`config.mk`:
```
export PLATFORM = sky130hd
export DESIGN_NAME = os_array_ctrl
export DESIGN_NICKNAME = d
export VERILOG_FILES = /design/src/rtl/os_array_ctrl.sv
export SDC_FILE = /design/constraint.sdc
export NUM_CORES = 1
export LEC_CHECK = 0
export ABC_AREA = 1
export BUFFER_PORTS_ARGS = -buffer_cell sky130_fd_sc_hd__buf_2
export CAP_MARGIN = 20
export CORE_ASPECT_RATIO = 1.25
export CORE_MARGIN = 2
export CORE_UTILIZATION = 58
export CTS_CLUSTER_SIZE = 30
export DETAILED_ROUTE_END_ITERATION = 10
export PLACE_DENSITY_LB_ADDON = 0.1
export REMOVE_ABC_BUFFERS = 1
export SYNTH_ARGS = -nofsm -noshare
export SYNTH_HDL_FRONTEND = slang
export SYNTH_SLANG_ARGS = --single-unit
```
`constraint.sdc`:
```
create_clock -name clk -period 7.7 [get_ports clk]
set_clock_uncertainty 0.05 [all_clocks]
set_input_delay 1.155 -clock clk [delete_from_list [all_inputs] [get_ports clk]]
set_output_delay 1.155 -clock clk [all_outputs]
set_load 0.05 [all_outputs]
```
`src/rtl/os_array_ctrl.sv`:
```
// os_array_ctrl: sequencer for an NxN output-stationary systolic array (feed, flush, drain, clear)
module os_array_ctrl #(
  parameter int N       = 4,
  parameter int K_MAX   = 64,
  parameter int MUL_LAT = 1,
  parameter int KW      = $clog2(K_MAX+1),
  parameter int CW      = $clog2(K_MAX+3*N+MUL_LAT+2)
) (
  input  logic                 clk,
  input  logic                 rst,
  input  logic                 start,
  input  logic [KW-1:0]        k_len,
  output logic                 busy,
  output logic                 done,
  output logic                 compute_en,
  output logic [CW-1:0]        feed_cnt,
  output logic [N-1:0]         a_feed_en,
  output logic [N-1:0]         b_feed_en,
  output logic                 out_valid,
  output logic [$clog2(N)-1:0] out_row,
  input  logic                 out_ready
);
  localparam int RW = $clog2(N);
  typedef enum logic [2:0] {IDLE, FEED, FLUSH, DRAIN, CLEAR} state_t;
  state_t          state_q, state_d;
  logic [KW-1:0]   k_q, k_d;
  logic [CW-1:0]   cnt_d, fl_q, fl_d;
  logic [RW-1:0]   row_d;
  logic [N-1:0]    en_d;
  // next-state, captured length, feed index, flush countdown and readout row
  always_comb begin
    state_d = state_q;
    k_d     = k_q;
    cnt_d   = '0;
    fl_d    = fl_q;
    row_d   = out_row;
    case (state_q)
      IDLE:  if (start && k_len != '0 && k_len <= KW'(K_MAX)) begin
               state_d = FEED;
               k_d     = k_len;
             end
      FEED:  if (feed_cnt == CW'(k_q) + CW'(N-2)) begin
               state_d = FLUSH;
               fl_d    = CW'(N-1+MUL_LAT);
             end else cnt_d = feed_cnt + CW'(1);
      FLUSH: if (fl_q == '0) begin
               state_d = DRAIN;
               row_d   = '0;
             end else fl_d = fl_q - CW'(1);
      DRAIN: if (out_ready) begin
               if (out_row == RW'(N-1)) state_d = CLEAR;
               else row_d = out_row + RW'(1);
             end
      CLEAR: state_d = IDLE;
      default: state_d = IDLE;
    endcase
  end
  // lane i is active while its skewed window i..i+k_len-1 covers the next feed index
  always_comb begin
    en_d = '0;
    for (int i = 0; i < N; i++)
      en_d[i] = (state_d == FEED) && (cnt_d >= CW'(i)) && (cnt_d < CW'(i) + CW'(k_d));
  end
  // every output is a register loaded from the next-state decode
  always_ff @(posedge clk or posedge rst) begin
    if (rst) begin
      state_q    <= IDLE;
      k_q        <= '0;
      fl_q       <= '0;
      busy       <= 1'b0;
      done       <= 1'b0;
      compute_en <= 1'b0;
      feed_cnt   <= '0;
      a_feed_en  <= '0;
      b_feed_en  <= '0;
      out_valid  <= 1'b0;
      out_row    <= '0;
    end else begin
      state_q    <= state_d;
      k_q        <= k_d;
      fl_q       <= fl_d;
      busy       <= state_d != IDLE;
      done       <= state_d == CLEAR;
      compute_en <= state_d == FEED || state_d == FLUSH || state_d == DRAIN;
      feed_cnt   <= cnt_d;
      a_feed_en  <= en_d;
      b_feed_en  <= en_d;
      out_valid  <= state_d == DRAIN;
      out_row    <= row_d;
    end
  end
endmodule

```
* After elaboration in Yosys (flattened, before gate mapping)
Cells that the tools add are included.
** Storage, ports and cells
- Flip-flop bits (word level) :: 34
- Input port bits :: 11
- Output and inout port bits :: 21
** Cells by class
- Add/sub/neg operators :: 7
- Magnitude comparators :: 9
- Equal/unequal tests :: 14
- Mux-type cells :: 17
- Reductions and logical operators :: 20
** Operator list (number)
- $mux 7 :: 6
- $lt 7x7->1 :: 4
- $mux 3 :: 5
- $add 2x7->7 const A :: 2
- $ge 7x1->1 const B :: 2
- $ge 7x2->1 const B :: 2
- $pmux 7 s2 :: 1
- $eq 3x2->1 const B :: 4
- $pmux 3 s4 :: 1
- $logic_and 1x1->1 :: 10
- $ne 2x2->1 const B :: 5
- $add 1x7->7 const A :: 1
- $add 7x1->7 const B :: 1
- $add 7x2->7 const B :: 1
- $eq 7x7->1 :: 1
- $le 7x7->1 const B :: 1
- $logic_not 7->1 :: 1
- $reduce_bool 7->1 :: 1
- $sub 7x1->7 const B :: 1
- $eq 3x1->1 const B :: 2
- $mux 2 :: 3
- $pmux 2 s2 :: 1
- $reduce_and 4->1 :: 1
- $reduce_bool 2->1 :: 2
- other kinds (7) :: 8

* Depth between registers and ports, before layout
Gate-level depths: netlist (run 1).
- Depth after elaboration :: 8
- Gate-level depth with buffers :: 20
- Gate-level depth less buffers :: 20

* Least setup slack after synthesis (run 1)
OpenSTA, ideal clock, no wires.
- Kind :: input to register
- From :: in k_len[2]
- To :: reg b_feed_en[1]
- Library setup time :: 0.071 ns
- Arrival :: 3.118 ns
- Slack :: 4.461 ns
- Cell stages on the path :: 16
- Buffers on the path :: 1
- Cells stage by stage :: nor2_1 nand3_1 nand2_1 nand3_4 buf_6 o21ai_4 inv_1 ha_1 nand2_1 xor2_1 ha_1 a21oi_1 o21ai_0 nor2_1 nand2_1 nor2_1
** On the way
- Word-level cells in the longest chain between the ends :: 8
- Elaborated cells between the ends (all ways) :: 13
- Classes of those cells :: 1 x add/sub; 2 x order compare; 1 x eq/ne; 4 x mux; 5 x reduce/logical
** Ends and longest elaborated chain
- from (decl) :: RTL line 12 : input logic [KW-1:0] k_len,
- branches (longest 7 deep; another with $le 7x7->1)
- $logic_and 1x1->1 * :: RTL line 62 : en_d[i] = (state_d == FEED) && (cnt_d >= CW'(i)) && (cnt_d < CW'(i) + CW'(k_d));
- via en_d[1] :: RTL line 29 : logic [N-1:0] en_d;
- to (signal assigned) :: RTL line 87 : b_feed_en <= en_d;
- to (decl) :: RTL line 18 : output logic [N-1:0] b_feed_en,
Mark *: on every way through the listed nets, which the timed path passes.
A chain may end at the register's enable or synchronous reset.

* Final worst setup path (run 1)
- From :: in k_len[1]
- To :: reg b_feed_en[3]
** On the way
- Word-level cells in the longest chain between the ends :: 8
- Elaborated cells between the ends (all ways) :: 13
- Classes of those cells :: 1 x add/sub; 2 x order compare; 1 x eq/ne; 4 x mux; 5 x reduce/logical
** Ends and longest elaborated chain
- branches (longest 2 deep; another with $le 7x7->1)
- $logic_and 1x1->1 * :: RTL line 38 : IDLE: if (start && k_len != '0 && k_len <= KW'(K_MAX)) begin
- $mux 7 * :: RTL line 38
- $mux 7 * :: RTL line 37 : case (state_q)
- via k_d[2] :: RTL line 26 : logic [KW-1:0] k_q, k_d;
- $add 2x7->7 * :: RTL line 62
- $lt 7x7->1 * :: RTL line 62
- $logic_and 1x1->1 * :: RTL line 62
- via en_d[3] :: RTL line 29
Marked as above.

==> metrics.cfg, run 1 <==
[status]
status = complete, no violations

[route]
wl_met2_um = 3620
route.detailed.drc = 0
viasPerCell = 5.31
ant_nets = 0
drt-wirelength-per-cell_um = 13.8
dr.pass1.iters = 4
drt-total-wl_um = 6670
route.met3.wl_um = 186
drt_iter0_markers = 124
vias = 2561
highest_layer = met4
routedLengthMet1_um = 2610

[hold_path]
hold_path_class = reg2reg

[grt]
grt_overflow = 0
grt_pass1_vias = 2568
track_usage_pct = 27.0
grt_pass1_wl_um = 11100
antenna_found_initial = 0
grt_max_degree = 35

[logic_synthesis]
ys_seq_elements = 34
ys_async_sr_fraction_pct = 100
synth.area.top_cells = dfrtp_1 30%, nand2_1 15%, ha_1 13%
synth_top_cell_by_area = dfrtp_1
avgSynthCellArea_um2 = 7.22
syn_area_um2 = 2790
synthCells = 387
yosys_warnings = 0
synth_edf_count = 0
synth_top_cell_area_share_pct = 30.5
ys_seq_area_share_pct = 30.5
synthFlopType = dfrtp_1
yosys.cell_types.count = 39

[cts]
cts_buffers = 5
clkTransAtPathRegs_ns = 0.07
cts_repair_resize_count = 0
cts_hold_buf = 0
clockBufferDepth = 2
cts_setup_buffers = 0
cts_tree = built
cts_root_buffer = clkbuf_8
numClockSinks = 34
clock_latency_ns = 0.30
htree_levels = 2

[placement]
placed_cells = 474
gp_congestion = 0.955
io_buffers = 31
hpwl_um = 5430
post-place-ws_ns = 3.96

[critical_path]
critPathRequiredTime_ns = 7.84
crit_type = in2reg
crit_fanout = 15
startpoint_type = input port
end_kind = flip-flop
worstPathArrival_ns = 3.57

[job]
drv_cap = 0

[timing]
slew_violations = 0
fin_crit_sh_pct = 44.5
timing.fmax_ghz = 0.292
final.setup.worst_slack_ns = 4.27
whs_ns = 0.450
fin_crit_ns = 3.43
fin_tns_setup_ns = 0
setup_viol = 0
rsz0062_at_grt = false
hold_viol_final = 0
tightestPinTransition_ns = 0.779
maxSlewHeadroom_pct = 47.7

[power]
leakagePower_nw = 1.79
powerDensity_nw_per_um2 = 422
total_power_mw = 1.31
ir_drop_mv = 0.294

[die]
die_h_um = 81.6
die_area_um2 = 5390
core_um2 = 4690
die_w_um = 66.1
start_util_pct = 59.5
rows = 28
io_pins = 32

[layout]
num-nets-final = 461
drive_gt1_share_pct = 16.4
n_antenna_cell = 0
final_cell_mix = 108 x nand2_1, 54 x inv_1, 34 x dfrtp_1
final_cells = 482
area_growth_pct = 11.0
layout_commonest_cell = nand2_1

-- critical path, stage by stage --
cell and delay (ns):
buf_2 0.13, nor2_1 0.13, and2_1 0.15, nand2_1 0.10, nand3_4 0.24, nor2_1 0.11
nor2_4 0.25, inv_1 0.09, ha_1 0.20, nand2_1 0.08, nand2_2 0.07, nand4_1 0.07
nand2_1 0.07, ha_1 0.30, nand2_1 0.05, o21ai_0 0.18, nor2_1 0.07, nand2_1 0.07
nor2_1 0.04
-- per-stage QoR --
stage | util (%) | instance area, um2
6_report | 66.0 | 3100
5_1_grt | 66.0 | 3100
4_1_cts | 66.0 | 3100
3_5_place_dp | 63.7 | 2990
3_3_place_gp | 63.7 | 2990
2_1_floorplan | - | 2750
-- power by group --
part,leakage [nW],internal [mW],switching (mW)
Sequential,0.433,0.235,0.0475
Clock,0.0575,0.0903,0.0678
Combinational,1.30,0.270,0.596
-- synth_stat cells, types with 3 or more instances --
cell type and n:
a21oi_1 17, buf_4 4, dfrtp_1 34, ha_1 29, inv_1 54, inv_2 5
nand2_1 108, nand2_2 4, nand3_1 31, nand4_1 6, nor2_1 31, nor2_2 4
nor3_1 5, o21ai_0 10, o21ai_2 3, o31ai_1 5, xor2_1 9
-- metal layers --
metal	GRT usage, %	vias to the layer above
met1	27.0	1170
li1	-	1311
met5	0	-
met3	4.93	22
met4	11.8	0
met2	53.3	58
-- cell type report --
class,instances,area [um2]
repair buffers,32,163
multi-input cells,288,1670
fillers,417,1590
inverters,60,228
clock buffers,8,110
well taps,60,75.1
flip-flops and latches,34,851
-- worst paths after layout --
kind / from / to / slack, ns / depth (start not counted)
max: k_len[1] / b_feed_en[3] / 4.27 / 19
min: fl_q[6] / fl_q[6] / 0.45 / 2
max reg2reg: k_q[1] / b_feed_en[0] / 4.67 / 12
min reg2reg: fl_q[6] / fl_q[6] / 0.45 / 2
max in group asynchronous: rst / fl_q[2] / 6.38 / 3
min in group asynchronous: rst / done / 0.90 / 3
-- registers in the layout, summed over array words and instances, names as in the netlist --
name / count
feed_cnt: 7
done: 1
out_row: 2
state_q: 3
compute_en: 1
busy: 1
out_valid: 1
b_feed_en: 4
k_q: 7
fl_q: 7
-- cell families after synthesis --
kind of cell,after synthesis,share of synthesized area (%)
buffers and inverters,65,9.63
AND/OR/NAND/NOR,206,34.1
XOR/XNOR,10,3.14
adder cells (fa/ha/maj),29,13.0
flip-flops,34,30.5
AO/OA/AOI/OAI,43,9.67
(Power assumes the default switching activity.)
==> run 2: changes to the inputs <==
Settings changed: ABC_AREA 1 to 0, CORE_UTILIZATION 58 to 53.
Clock period 7.7 ns to 2.8 ns, I/O delays scaled along.
==> metrics.cfg, run 2 <==
[route]
ant_nets = 0
drt-total-wl_um = 7380
drt_iter0_markers = 162
route.detailed.drc = 0
drt-wirelength-per-cell_um = 17.2
dr.pass1.iters = 4
viasPerCell = 5.57
vias = 2394

[placement]
gp_congestion = 0.963
io_buffers = 31
hpwl_um = 5280
placed_cells = 413
post-place-ws_ns = -0.481

[power]
powerDensity_nw_per_um2 = 1190
leakagePower_nw = 1.70
ir_drop_mv = 0.817

[logic_synthesis]
synthTopCellsByCount = 34 x dfrtp_1, 31 x nor2_1, 29 x ha_1
ys_seq_area_share_pct = 32.5
muxShareOfSynthArea_pct = 5.78
ys_async_sr_fraction_pct = 100
avgSynthCellArea_um2 = 9.25
synth-simple-area-share_pct = 20.2
yosys.area_share.adder_pct = 14.3
yosys.cell_types.count = 51
synth_top_cell_area_share_pct = 32.5
synth-compound-area-share_pct = 11.6
synth_top_family_by_area = simple AND/OR/NAND/NOR gates
synth_most_common_cell = dfrtp_1
synth_top_cell_by_area = dfrtp_1
ys_seq_elements = 34
syn_area_um2 = 2620
synthCells = 283
synth_xor_area_share_pct = 9.70
synthFlopType = dfrtp_1
synth_edf_count = 0
yosys_warnings = 0
synth.area.top_cells = dfrtp_1 33%, ha_1 14%, xnor2_1 8.0%

[grt]
grt_pass1_wl_um = 11500
grt_max_degree = 35
met2_usage_pct = 52.4
use_met1_pct = 30.4
grt_pass1_vias = 2460
track_usage_pct = 28.5
gr-max-usage-layer = met2
grt_overflow = 0
antenna_found_initial = 0
groute.layer.met3.usage_pct = 4.34

[cts]
htree_levels = 2
clkTransAtPathRegs_ns = 0.07
clock_latency_ns = 0.29
cts_tree = built
cts_root_buffer = clkbuf_8
clockBufferDepth = 2
cts_buffers = 5
cts_hold_buf = 0
numClockSinks = 34

[die]
core_um2 = 4730
start_util_pct = 55.3
die_h_um = 82.6
die_area_um2 = 5520
io_pins = 32
die_w_um = 66.9
rows = 28

[layout]
final_cell_mix = 58 x buf_4, 34 x dfrtp_1, 29 x buf_2
reg.largest.list = feed_cnt (7), fl_q (7), k_q (7)
num-nets-final = 410
drive_gt1_share_pct = 41.9
layout_commonest_cell = buf_4
area_growth_pct = 38.6
n_antenna_cell = 0
final_cells = 430
fin_util_pct = 76.7

[status]
status = finished with violations
violations = negative setup slack

[critical_path]
crit_type = in2reg
r2r_setup_slack_ns = -0.10
end_kind = flip-flop
reg2reg_from = k_q[1]
crit_fanout = 4
worstPathArrival_ns = 3.07
rr_worst_depth = 12
startpoint_type = input port
critPathRequiredTime_ns = 2.91
reg2reg_to = b_feed_en[0]

[timing]
rsz0062_at_grt = true
fin_crit_ns = 2.96
fin_tns_setup_ns = -0.546
slew_violations = 0
hold_viol_final = 0
timing.fmax_ghz = 0.337
fin_crit_sh_pct = 106
whs_ns = 0.163
setup_viol = 4
final.setup.worst_slack_ns = -0.163
tightestPinTransition_ns = 0.433
maxSlewHeadroom_pct = 70.9

[job]
drv_cap = 0

[hold_path]
hold_path_class = in2async

[run 2: changes by cell type after synthesis, moves of 5 or more]
cell / delta
nand2_1: -83
inv_1: -39
xnor2_1: +23
nand3_1: -18
a21oi_1: -7
nor2b_1: +7
clkbuf_1: +6
nand2b_1: +5
o31ai_1: -5
[run 2: what timing repair did]
item,4_1_cts,5_1_grt
setup buffers,5,5
hold endpoints to repair,0,0
endpoints found under the setup margin,4,4
pin swaps,26,8
resized for setup,35,25
cloned,0,0
[run 2: worst max path at each step]
stage,from,to,slack (ns),cells past startpoint
final,k_len[3],b_feed_en[1],-0.16,14
after global routing,k_len[3],b_feed_en[1],-0.35,16
after CTS,k_len[3],b_feed_en[3],-0.07,16
after detailed placement,k_len[0],b_feed_en[1],-0.48,15
after global placement,k_len[0],b_feed_en[1],-0.45,15
after floorplan,k_len[0],b_feed_en[1],-0.70,14
[run 2: logic make-up (layout without fill, tap and decap cells)]
kind of cell | after synthesis | after routing
multiplexers | 11 | 11
AO/OA/AOI/OAI | 42 | 42
adder cells (fa/ha/maj) | 30 | 30
AND/OR/NAND/NOR | 105 | 105
flip-flops | 34 | 34
XOR/XNOR | 29 | 29
buffers and inverters | 32 | 119
[run 2: area by class of cell]
cell class | instances | area, um2
Sequential cell | 34 | 851
Clock buffer | 5 | 68.8
Timing Repair Buffer | 95 | 683
Tap cell | 60 | 75.1
Inverter | 17 | 63.8
Clock inverter | 2 | 10.0
Fill cell | 329 | 1100
Multi-Input combinational cell | 217 | 1880
[run 2: per-stage QoR]
stage               instance area (um2)  power (mW)
floorplan                          2520        2.42
global placement                   3160        3.28
detailed placement                 3160        3.33
CTS                                3430        3.95
global route                       3630        4.62
finish                             3630        4.33
[run 2: report_power, final]
part	switching, mW	leakage [nW]	internal (mW)
clock	0.184	0.0438	0.167
sequential	0.129	0.434	0.668
combinational	1.73	1.23	1.45
total	2.04	1.70	2.29
[run 2: routing by layer]
metal	wire, um	vias up
met5	0	-
met4	278	0
met3	234	20
met2	4060	54
met1	2810	1165
li1	-	1155
[run 2: critical path, stage by stage]
cell,delay [ns]
buf_8,0.10
nor4_4,0.28
nand3_1,0.13
and4b_2,0.27
buf_6,0.14
mux2i_4,0.18
buf_6,0.13
nor4_4,0.29
nand2_1,0.10
xnor2_1,0.14
ha_1,0.29
nand4_1,0.12
a211oi_1,0.36
a2111oi_4,0.09
==> run 3: changes to the inputs <==
Settings changed: BUFFER_PORTS_ARGS -buffer_cell sky130_fd_sc_hd__buf_2 to default, CORE_UTILIZATION 53 to 50, DONT_BUFFER_PORTS from default to 1.
==> metrics.cfg, run 3 (same netlist as run 2, synthesis figures left out) <==
[cts]
numClockSinks = 34
clkTransAtPathRegs_ns = 0.08
clock_latency_ns = 0.29
cts_buffers = 5
clockBufferDepth = 2
htree_levels = 2
cts_root_buffer = clkbuf_8
cts_tree = built

[grt]
grt_pass1_wl_um = 10400
grt_pass1_vias = 2139
grt_max_degree = 20
grt_overflow = 0
antenna_found_initial = 0
track_usage_pct = 23.8

[critical_path]
cp_slowest_stage_delay_ns = 0.40
startpoint_type = flip-flop
end_kind = flip-flop
critical_path.startpoint = state_q[1]
critPathRequiredTime_ns = 2.96
reg2reg_from = state_q[1]
rr_worst_depth = 15
worst-path-stages = 15
critPathTopFamily = simple AND/OR/NAND/NOR gates
critPathBufInv = 3
worstPathCellList = nor2_2, buf_6, and4b_1, buf_6, buf_4, mux2_4, nand2b_4, nand4_1, xnor2_1, ha_1, nand4_1, nor2_1, nor2_1, nand3_1, nor3_2
crit_type = reg2reg
crit_fanout = 7
cpMaxStageDelayCell = dfrtp_1
worstPathArrival_ns = 2.99

[route]
viasPerCell = 5.49
drt-wirelength-per-cell_um = 16.9
drt-total-wl_um = 6670
drt_iter0_markers = 85
route.detailed.drc = 0
dr.pass1.iters = 4
ant_nets = 0
vias = 2162

[die]
die_h_um = 84.9
die_w_um = 68.7
core_um2 = 5080
io_pins = 32
die_area_um2 = 5830
start_util_pct = 51.5
rows = 29

[timing]
fin_crit_ns = 2.83
hold_viol_final = 0
tightestPinTransition_ns = 0.897
final.setup.worst_slack_ns = -0.0262
setup_viol = 1
slew_violations = 0
rsz0062_at_grt = true
fin_crit_sh_pct = 101
timing.fmax_ghz = 0.354
maxSlewHeadroom_pct = 40.2
fin_tns_setup_ns = -0.0262

[power]
leakagePower_nw = 1.51
powerDensity_nw_per_um2 = 1190
total_power_mw = 3.97
ir_drop_mv = 0.568

[placement]
io_buffers = 0
gp_congestion = 0.956
hpwl_um = 5070

[layout]
final_cell_mix = 48 x buf_4, 34 x dfrtp_1, 26 x nor2_1
seqCellArea_um2 = 851
fin_util_pct = 65.7
area_growth_pct = 27.6
nFillCells = 422
drive_gt1_share_pct = 33.1
num-nets-final = 371
multi_input_area_um2 = 1800
layout_commonest_cell = buf_4
n_antenna_cell = 0
reg.largest.list = feed_cnt (7), fl_q (7), k_q (7)

[job]
drv_cap = 0

[status]
violations = negative setup slack
status = finished with violations

[hold_path]
hold_path_class = in2async

==> run 3: final timing paths <==
kind	end	slack, ns
max in group asynchronous	fl_q[4]	1.90
max	b_feed_en[3]	-0.03
max reg2reg	b_feed_en[3]	-0.03
min reg2reg	fl_q[0]	0.45
min in group clk	done	0.28
min	b_feed_en[0]	0.1
==> run 3: per-layer routing <==
metal / vias to the layer above / wire length, um / part of all wire, % / global-route usage [%]
met5: - / 0 / 0 / 0
met1: 1038 / 2650 / 40 / 27.9
met2: 38 / 3670 / 55 / 43.4
met4: 0 / 170 / 2.6 / 7.66
li1: 1078 / - / - / -
met3: 8 / 179 / 2.7 / 3.18
==> run 3: worst register-to-register path, stage by stage (launching register included) <==
cell	delay, ns
dfrtp_1	0.40
nor2_2	0.14
buf_6	0.11
and4b_1	0.20
buf_6	0.17
buf_4	0.13
mux2_4	0.34
nand2b_4	0.17
nand4_1	0.12
xnor2_1	0.14
ha_1	0.27
nand4_1	0.15
nor2_1	0.07
nor2_1	0.10
nand3_1	0.10
nor3_2	0.12
==> run 3: through the flow <==
step | cell area, um2 | setup WS [ns] | instances | hold WS [ns]
CTS | 3140 | -0.0232 | 389 | 0.130
finish | 3340 | -0.0262 | 394 | 0.0989
detailed placement | 2980 | -0.380 | 380 | 0.443
floorplan | 2520 | -0.696 | 268 | 0.416
global placement | 2980 | -0.320 | 380 | 0.434
global route | 3340 | -0.157 | 394 | 0.164
==> run 3: final cells by class <==
cell class              count  share of cell area, %
inverters                  17                   1.91
well taps                  62                   2.32
repair buffers             56                   13.5
flip-flops and latches     34                   25.5
clock buffers               6                   2.47
clock inverters             2                  0.375
multi-input cells         217                   54.0
==> run 3: power breakdown <==
part	internal [mW]	total (mW)	switching, mW
Combinational	1.21	2.51	1.30
Sequential	0.663	1.07	0.404
Clock	0.198	0.387	0.190
==> run 3: timing repair <==
action / 4_1_cts / 5_1_grt
pin swaps: 9 / 10
setup buffers: 1 / 5
hold buffers: 0 / 0
resized for setup: 17 / 29
endpoints found under the setup margin: 4 / 4
